`src/rtl/regfile_param_if.sv`:
```
// Register file bus: write, dual read, clear request and status.
// Master drives requests; slave returns read data and sweep status.
interface regfile_param_if #(
  parameter int DATA_W = 16,
  parameter int ADDR_W = 3
);
  logic              WE;
  logic [ADDR_W-1:0] W1;
  logic [DATA_W-1:0] Din;
  logic              RE;
  logic [ADDR_W-1:0] num_R1;
  logic [ADDR_W-1:0] num_R2;
  logic              CLR;
  logic [DATA_W-1:0] Dout_1;
  logic [DATA_W-1:0] Dout_2;
  logic              Dout_valid;
  logic              BUSY;

  modport master (
    output WE, W1, Din, RE, num_R1, num_R2, CLR,
    input  Dout_1, Dout_2, Dout_valid, BUSY
  );

  modport slave (
    input  WE, W1, Din, RE, num_R1, num_R2, CLR,
    output Dout_1, Dout_2, Dout_valid, BUSY
  );
endinterface

```
`src/rtl/regfile_param.sv`:
```
// Parameterised register file with registered dual read, write-first
// bypass and a sequenced one-register-per-cycle clear sweep.
module regfile_param #(
  parameter int DATA_W   = 16,
  parameter int NUM_REGS = 8
) (
  input logic            CLK,
  input logic            RST_N,
  regfile_param_if.slave bus
);
  localparam int ADDR_W = $clog2(NUM_REGS);

  typedef enum logic {IDLE, CLEARING} state_t;

  state_t            state, state_n;
  logic [ADDR_W-1:0] cnt;
  logic [DATA_W-1:0] rf [NUM_REGS];
  logic              wr;
  logic              rd;
  logic              last;
  logic              byp1;
  logic              byp2;

  assign last = cnt == ADDR_W'(NUM_REGS - 1);
  assign byp1 = wr && (bus.W1 == bus.num_R1);
  assign byp2 = wr && (bus.W1 == bus.num_R2);
  assign bus.BUSY = state == CLEARING;

  // A clear request wins over a same-cycle write; reads still proceed.
  always_comb begin
    state_n = state;
    wr      = 1'b0;
    rd      = 1'b0;
    unique case (state)
      IDLE: begin
        rd = bus.RE;
        wr = bus.WE & ~bus.CLR;
        if (bus.CLR) state_n = CLEARING;
      end
      CLEARING: begin
        if (last) state_n = IDLE;
      end
    endcase
  end

  always_ff @(posedge CLK or negedge RST_N) begin
    if (!RST_N) state <= IDLE;
    else        state <= state_n;
  end

  always_ff @(posedge CLK or negedge RST_N) begin
    if (!RST_N)              cnt <= '0;
    else if (state == IDLE) begin
      if (bus.CLR)           cnt <= '0;
    end else                 cnt <= cnt + 1'b1;
  end

  always_ff @(posedge CLK or negedge RST_N) begin
    if (!RST_N) begin
      for (int i = 0; i < NUM_REGS; i++) rf[i] <= '0;
    end else if (state == CLEARING) begin
      rf[cnt] <= '0;
    end else if (wr) begin
      rf[bus.W1] <= bus.Din;
    end
  end

  always_ff @(posedge CLK or negedge RST_N) begin
    if (!RST_N) begin
      bus.Dout_1     <= '0;
      bus.Dout_2     <= '0;
      bus.Dout_valid <= 1'b0;
    end else begin
      bus.Dout_valid <= rd;
      if (rd) begin
        bus.Dout_1 <= byp1 ? bus.Din : rf[bus.num_R1];
        bus.Dout_2 <= byp2 ? bus.Din : rf[bus.num_R2];
      end
    end
  end
endmodule

```
`src/flat_wrapper.sv`:
```
// flat-port wrapper written by rule: the top's interface ports become plain ports
module regfile_param_flat 
#(
  parameter int DATA_W   = 16,
  parameter int NUM_REGS = 8
)
  (CLK, RST_N, bus_WE, bus_W1, bus_Din, bus_RE, bus_num_R1, bus_num_R2, bus_CLR, bus_Dout_1, bus_Dout_2, bus_Dout_valid, bus_BUSY);
  regfile_param_if #(.DATA_W(DATA_W), .ADDR_W(3)) bus_i ();
  input logic CLK;
  input logic RST_N;
  input wire logic [$bits(bus_i.WE)-1:0] bus_WE;
  input wire logic [$bits(bus_i.W1)-1:0] bus_W1;
  input wire logic [$bits(bus_i.Din)-1:0] bus_Din;
  input wire logic [$bits(bus_i.RE)-1:0] bus_RE;
  input wire logic [$bits(bus_i.num_R1)-1:0] bus_num_R1;
  input wire logic [$bits(bus_i.num_R2)-1:0] bus_num_R2;
  input wire logic [$bits(bus_i.CLR)-1:0] bus_CLR;
  output wire logic [$bits(bus_i.Dout_1)-1:0] bus_Dout_1;
  output wire logic [$bits(bus_i.Dout_2)-1:0] bus_Dout_2;
  output wire logic [$bits(bus_i.Dout_valid)-1:0] bus_Dout_valid;
  output wire logic [$bits(bus_i.BUSY)-1:0] bus_BUSY;
  assign bus_i.WE = bus_WE;
  assign bus_i.W1 = bus_W1;
  assign bus_i.Din = bus_Din;
  assign bus_i.RE = bus_RE;
  assign bus_i.num_R1 = bus_num_R1;
  assign bus_i.num_R2 = bus_num_R2;
  assign bus_i.CLR = bus_CLR;
  assign bus_Dout_1 = bus_i.Dout_1;
  assign bus_Dout_2 = bus_i.Dout_2;
  assign bus_Dout_valid = bus_i.Dout_valid;
  assign bus_BUSY = bus_i.BUSY;
  regfile_param #(.DATA_W(DATA_W), .NUM_REGS(NUM_REGS)) u_core (.CLK(CLK), .RST_N(RST_N), .bus(bus_i));
endmodule
```
`config.mk`:
```
export PLATFORM = sky130hd
export DESIGN_NAME = regfile_param_flat
export DESIGN_NICKNAME = d
export VERILOG_FILES = /design/src/rtl/regfile_param_if.sv /design/src/rtl/regfile_param.sv /design/src/flat_wrapper.sv
export SDC_FILE = /design/constraint.sdc
export NUM_CORES = 1
export LEC_CHECK = 0
export ABC_AREA = 1
export ABC_CLOCK_PERIOD_IN_PS = 1600
export BUFFER_PORTS_ARGS = -buffer_cell sky130_fd_sc_hd__buf_2
export CAP_MARGIN = 15
export CORE_MARGIN = 2
export CORE_UTILIZATION = 55
export DETAILED_ROUTE_END_ITERATION = 6
export PLACE_DENSITY = 0.74
export SKIP_CTS_REPAIR_TIMING = 1
export SKIP_LAST_GASP = 1
export SYNTH_ARGS = -nofsm -noshare
export SYNTH_HDL_FRONTEND = slang
export SYNTH_SLANG_ARGS = --single-unit
```
`constraint.sdc`:
```
create_clock -name CLK -period 1.6 [get_ports CLK]
set_input_delay 0.32 -clock CLK [delete_from_list [all_inputs] [get_ports CLK]]
set_output_delay 0.32 -clock CLK [all_outputs]
set_load 0.05 [all_outputs]
```
==> impl_metrics.tcl, run 1 <==
set metrics [dict create \
    status "finished, violations left" \
    violations "DRC" \
    die_y_um 133 \
    worst_slew_pin_slew_ns 0.486 \
    syn_to_final_growth_pct 18.1 \
    core_sq_mm 0.0165 \
    synth.avg_cell_area_sq_um 7.43 \
    clkTransAtPathRegs_ns 0.06 \
    nNetsFinal 1352 \
    syn_nets 1274 \
    cts_root_buffer "clkbuf_16" \
    maxSlewHeadroom_pct 67.5 \
    switchingPower_w 0.00594 \
    setup_viol 0 \
    clock_latency_ns 0.44 \
    antenna_found_initial 0 \
    vias 9251 \
    drtIter0Drc 1448 \
    grt_pass1_wl_um 46500 \
    die-area_sq_mm 0.0178 \
    synth_area_sq_mm 0.00922 \
    pwr-share-seq_pct 37.1 \
    dr.pass1.iters 7 \
    p_leak_nw 5.22 \
    fin_util_pct 66.1 \
    cts_buffer_depth 2 \
    yosys_warnings 0 \
    comb_power_share_pct 36.9 \
    criticalPathCategory "reg -> reg" \
    vias_per_cell 5.96 \
    start_util_pct 56.0 \
    cts_tree "yes" \
    final_common_cell "nand2_1" \
    end_kind "flip-flop" \
    drive_above_1_share_pct 16.1 \
    rsz0062_at_grt "false" \
    max-vdd-ir-drop_mv 0.955 \
    power_frac_clock_pct 26.0 \
    worstPathRequired_ns 1.93 \
    syn_inst 1242 \
    clock.fmax_mhz 671 \
    cts_buffers 17 \
    tns_ns 0 \
    post-route-drc-count 1 \
    switching_share_pct 40.3 \
    hold_viol 0 \
    num_rows 47 \
    intPower_w 0.00880 \
    final_cell_mix "370 x nand2_1, 288 x nand3_1, 164 x dfrtp_1" \
    synthFlopType "dfrtp_1" \
    io_buffer_count 63 \
    drt.antenna.violating_nets 0 \
    grt.overflow.total 0 \
    fin_crit_sh_pct 93.2 \
    ys_ff_latch 165 \
    seq_area_frac_synth_pct 44.8 \
    hold_class "in -> reg" \
    wl_per_cell_um 18.5 \
    p_per_area_mw_per_mm2 1350 \
    cts_sinks 165 \
    wirelength_um 28700 \
    synth-edff-count 0 \
    critPathArrivalTime_ns 1.82 \
    gp_congestion 0.911 \
    drv_slew 0 \
    hpwl_um 19900 \
    period_minus_slack_ns 1.49 \
    dpl_cell_area_sq_mm 0.0103 \
    grt_pass1_vias 8560 \
    synth.distinct_cells 27 \
    diodes 0 \
    ios 64 \
    grt_max_degree 44 \
    htree_levels 4 \
    track_usage_pct 33.7 \
    final_area_sq_mm 0.0109 \
    cap_violations 0 \
    async_reset_ff_share_pct 100 \
    startpoint_type "flip-flop" \
    critPathMaxFanout 4 \
    die_w_um 133 \
    skew_ns 0.00782 \
]
power groups by stage:
| stage | combinational, W | clock (W) | sequential [W] |
|---|---|---|---|
| after floorplan | 0.00246 | 0 | 0.00663 |
| after global placement | 0.00529 | 0 | 0.00549 |
| after detailed placement | 0.00535 | 0 | 0.00553 |
| after CTS | 0.00538 | 0.00385 | 0.00546 |
| after global routing | 0.00590 | 0.00402 | 0.00556 |
| final | 0.00544 | 0.00384 | 0.00547 |
synthesized netlist by cell type (13+ instances only):
library cell | number | share of area (%)
clkbuf_1 | 13 | 0.53
dfrtp_1 | 165 | 45
o22ai_1 | 74 | 5.0
inv_1 | 98 | 4.0
o21ai_0 | 50 | 2.7
nand2_1 | 370 | 15
o21ai_2 | 21 | 2.0
clkinv_1 | 13 | 0.53
buf_2 | 40 | 2.2
nor2_1 | 36 | 1.5
buf_1 | 17 | 0.69
nand3_1 | 288 | 16
cell families (layout without fill, tap and decap cells):
| logic type | count (synthesis) | count (layout) | synth area share, % |
|---|---|---|---|
| flip-flops | 165 | 165 | 44.8 |
| adder cells (fa/ha/maj) | 2 | 2 | 0.271 |
| buffers and inverters | 199 | 289 | 9.24 |
| AO/OA/AOI/OAI | 165 | 165 | 10.9 |
| AND/OR/NAND/NOR | 711 | 711 | 34.8 |
stage by stage:
| step | std cells | worst slack [ns] | hold slack [ns] | power, W |
|---|---|---|---|---|
| floorplan | 1242 | 0.0264 | 0.0244 | 0.00908 |
| global placement | 1520 | 0.111 | 0.252 | 0.0108 |
| detailed placement | 1520 | 0.0828 | 0.247 | 0.0109 |
| CTS | 1551 | 0.0993 | -0.207 | 0.0147 |
| global route | 1552 | 0.00616 | 0.262 | 0.0155 |
| finish | 1552 | 0.109 | 0.233 | 0.0147 |
path summary, 6_finish.rpt:
| check | start | to | slack, ns | depth (start not counted) |
|---|---|---|---|---|
| worst max-delay path | u_core.bus.BUSY$_DFF_PN0_ | u_core.bus.Dout_1[10]$_DFFE_PN0P_ | 0.11 | 7 |
| min in group asynchronous | RST_N | u_core.rf[38]$_DFFE_PN0P_ | 0.35 | 2 |
| max in group asynchronous | RST_N | u_core.rf[114]$_DFFE_PN0P_ | 0.67 | 3 |
| worst min-delay path | bus_Din[15] | u_core.bus.Dout_1[15]$_DFFE_PN0P_ | 0.23 | 5 |
| worst min register to register | u_core.bus.Dout_2[8]$_DFFE_PN0P_ | u_core.bus.Dout_2[8]$_DFFE_PN0P_ | 0.47 | 2 |
| worst max register to register | u_core.bus.BUSY$_DFF_PN0_ | u_core.bus.Dout_1[10]$_DFFE_PN0P_ | 0.11 | 7 |
cell type report:
cell class              instances  area [sq um]
fillers                      1369          5570
repair buffers                138          1250
flip-flops and latches        165          4130
clock inverters                 9          81.3
well taps                     220           275
inverters                     120           455
clock buffers                  22           454
multi-input cells             878          4240
registers in the layout, indices dropped and copies added (netlist names):
register               flops
u_core.bus.BUSY            1
u_core.bus.Dout_1         16
u_core.bus.Dout_2         16
u_core.bus.Dout_valid      1
u_core.cnt                 3
u_core.rf                128
worst max-delay path: stages, from the launching register on:
cell	delay [ns]
dfrtp_2	0.44
nor2_4	0.14
nand2_4	0.13
nor2_4	0.22
nand2_4	0.09
buf_4	0.15
nand3_1	0.12
a21oi_1	0.08
per-layer routing:
layer  vias up  global-route usage [%]  part of all wire [%]
li1       4265                       -                     -
met1      4337                    47.5                    41
met2       565                    50.1                    45
met3        84                    9.78                    11
met4         0                    11.1                   2.6
met5         -                       0                     0
(Power assumes the default switching activity.)
==> run 2: changes to the inputs <==
--- a/config.mk
+++ b/config.mk
@@ -6,7 +6,7 @@
 export NUM_CORES = 1
 export LEC_CHECK = 0
 export ABC_AREA = 1
-export ABC_CLOCK_PERIOD_IN_PS = 1600
+export ABC_CLOCK_PERIOD_IN_PS = 1900
 export BUFFER_PORTS_ARGS = -buffer_cell sky130_fd_sc_hd__buf_2
 export CAP_MARGIN = 15
 export CORE_MARGIN = 2
==> constraint.sdc (replaced) <==
create_clock -name CLK -period 1.9 [get_ports CLK]
set_input_delay 0.38 -clock CLK [delete_from_list [all_inputs] [get_ports CLK]]
set_output_delay 0.38 -clock CLK [all_outputs]
set_load 0.05 [all_outputs]
==> impl_metrics.tcl, run 2 (same netlist as run 1, synthesis figures left out) <==
set metrics [dict create \
    nNetsFinal 1324 \
    cts_sinks 165 \
    final_area_sq_mm 0.0105 \
    hpwl_um 19300 \
    clock_latency_ns 0.43 \
    critPathBufInv 1 \
    die_w_um 133 \
    fin_crit_sh_pct 91.3 \
    wirelength_um 28800 \
    worst_slew_pin_slew_ns 0.838 \
    skew_ns 0.00949 \
    post-route-drc-count 1 \
    p_per_area_mw_per_mm2 1190 \
    multiInputGateArea_sq_mm 0.00424 \
    cts_buffers 17 \
    cp_cell_sequence "nand2_1 -> inv_1 -> nand2_1 -> nand2_1 -> o22ai_1" \
    drtIter0Drc 1331 \
    final_cell_mix "370 x nand2_1, 288 x nand3_1, 165 x dfrtp_1" \
    final_cells 1524 \
    clock.fmax_mhz 576 \
    max-vdd-ir-drop_mv 0.753 \
    wl_per_cell_um 18.9 \
    vias_per_cell 5.98 \
    worst_path_dominant_cell_family "simple AND/OR/NAND/NOR gates" \
    vias 9110 \
    hold_viol 0 \
    clkTransAtPathRegs_ns 0.06 \
    dp.cells 1492 \
    grt_max_degree 49 \
    cts_root_buffer "clkbuf_16" \
    top_regs "u_core.rf x128, u_core.bus.Dout_1 x16, u_core.bus.Dout_2 x16" \
    critPathArrivalTime_ns 2.03 \
    end_kind "flip-flop" \
    drv_slew 0 \
    die-area_sq_mm 0.0178 \
    diodes 0 \
    grt_pass1_wl_um 46600 \
    start_util_pct 56.0 \
    num_rows 47 \
    final_common_cell "nand2_1" \
    tns_ns 0 \
    grt_pass1_vias 8365 \
    grt.overflow.total 0 \
    violations "DRC" \
    cpMostUsedCell "nand2_1" \
    ios 64 \
    p_leak_nw 5.07 \
    hold_class "in -> reg" \
    criticalPathCategory "reg -> reg" \
    regArea_sq_mm 0.00413 \
    track_usage_pct 33.6 \
    drt.antenna.violating_nets 0 \
    fin_util_pct 64.0 \
    maxSlewHeadroom_pct 44.1 \
    io_buffer_count 63 \
    core_sq_mm 0.0165 \
    top_register "u_core.rf" \
    cap_violations 0 \
    cts_buffer_depth 2 \
    dr.pass1.iters 7 \
    htree_levels 4 \
    worstPathRequired_ns 2.19 \
    die_y_um 133 \
    syn_to_final_growth_pct 14.3 \
    critPathMaxFanout 8 \
    nFillCells 1468 \
    startpoint_type "flip-flop" \
    rsz0062_at_grt "false" \
    crit_path_max_incr_delay_ns 0.49 \
    drive_above_1_share_pct 14.3 \
    antenna_found_initial 0 \
    slowest_stage "dfrtp_1" \
    setup_viol 0 \
    status "finished, violations left" \
    period_minus_slack_ns 1.74 \
    cts_tree "yes" \
    gp_congestion 0.889 \
    largest_reg_flops 128 \
    dpl_cell_area_sq_mm 0.00993 \
]
[run 2: changes by cell type in the layout (fill, tap and decap cells not counted), moves of 3 or more]
cell        change
buf_4          -11
clkinvlp_4      -3
bufinv_16       +3
buf_12         -16
[run 2: per-layer routing]
layer	track usage, %	share of wire [%]	up-vias
li1	-	-	4215
met1	49.6	42	4243
met2	49.1	44	580
met3	8.18	12	72
met4	10.5	2.3	0
met5	0	0	-
[run 2: worst paths after layout]
path / cells past startpoint / from / to / slack, ns
worst max-delay path: 5 / u_core.bus.BUSY$_DFF_PN0_ / u_core.rf[98]$_DFFE_PN0P_ / 0.16
worst min-delay path: 4 / bus_CLR / u_core.cnt[0]$_DFFE_PN0P_ / 0.26
worst max register to register: 5 / u_core.bus.BUSY$_DFF_PN0_ / u_core.rf[98]$_DFFE_PN0P_ / 0.16
worst min register to register: 2 / u_core.bus.Dout_1[6]$_DFFE_PN0P_ / u_core.bus.Dout_1[6]$_DFFE_PN0P_ / 0.48
max in group asynchronous: 3 / RST_N / u_core.rf[79]$_DFFE_PN0P_ / 0.84
min in group asynchronous: 2 / RST_N / u_core.rf[40]$_DFFE_PN0P_ / 0.45
[run 2: worst register-to-register path, cell delays in order, from the launching register on]
cell     delay [ns]
dfrtp_1        0.49
nand2_1        0.19
inv_1          0.13
nand2_1        0.27
nand2_1        0.38
o22ai_1        0.13
[run 2: area by class of cell]
type	count	area share [%]
Clock buffer	21	4.27
Clock inverter	10	1.46
Inverter	120	4.30
Multi-Input combinational cell	878	40.2
Sequential cell	165	39.2
Tap cell	220	2.61
Timing Repair Buffer	110	7.96
[run 2: power breakdown]
part           internal (W)  leakage [nW]  switching (W)
registers           0.00419          2.24       0.000420
logic               0.00119          2.52        0.00312
clock network       0.00222         0.301        0.00140
[run 2: through the flow]
step	total power (W)	hold slack [ns]	setup slack, ns
after global routing	0.0132	0.261	0.0782
final	0.0125	0.259	0.164
after CTS	0.0125	-0.106	0.198
after floorplan	0.00764	0.0844	0.194
after global placement	0.00885	0.349	0.231
after detailed placement	0.00891	0.346	0.179
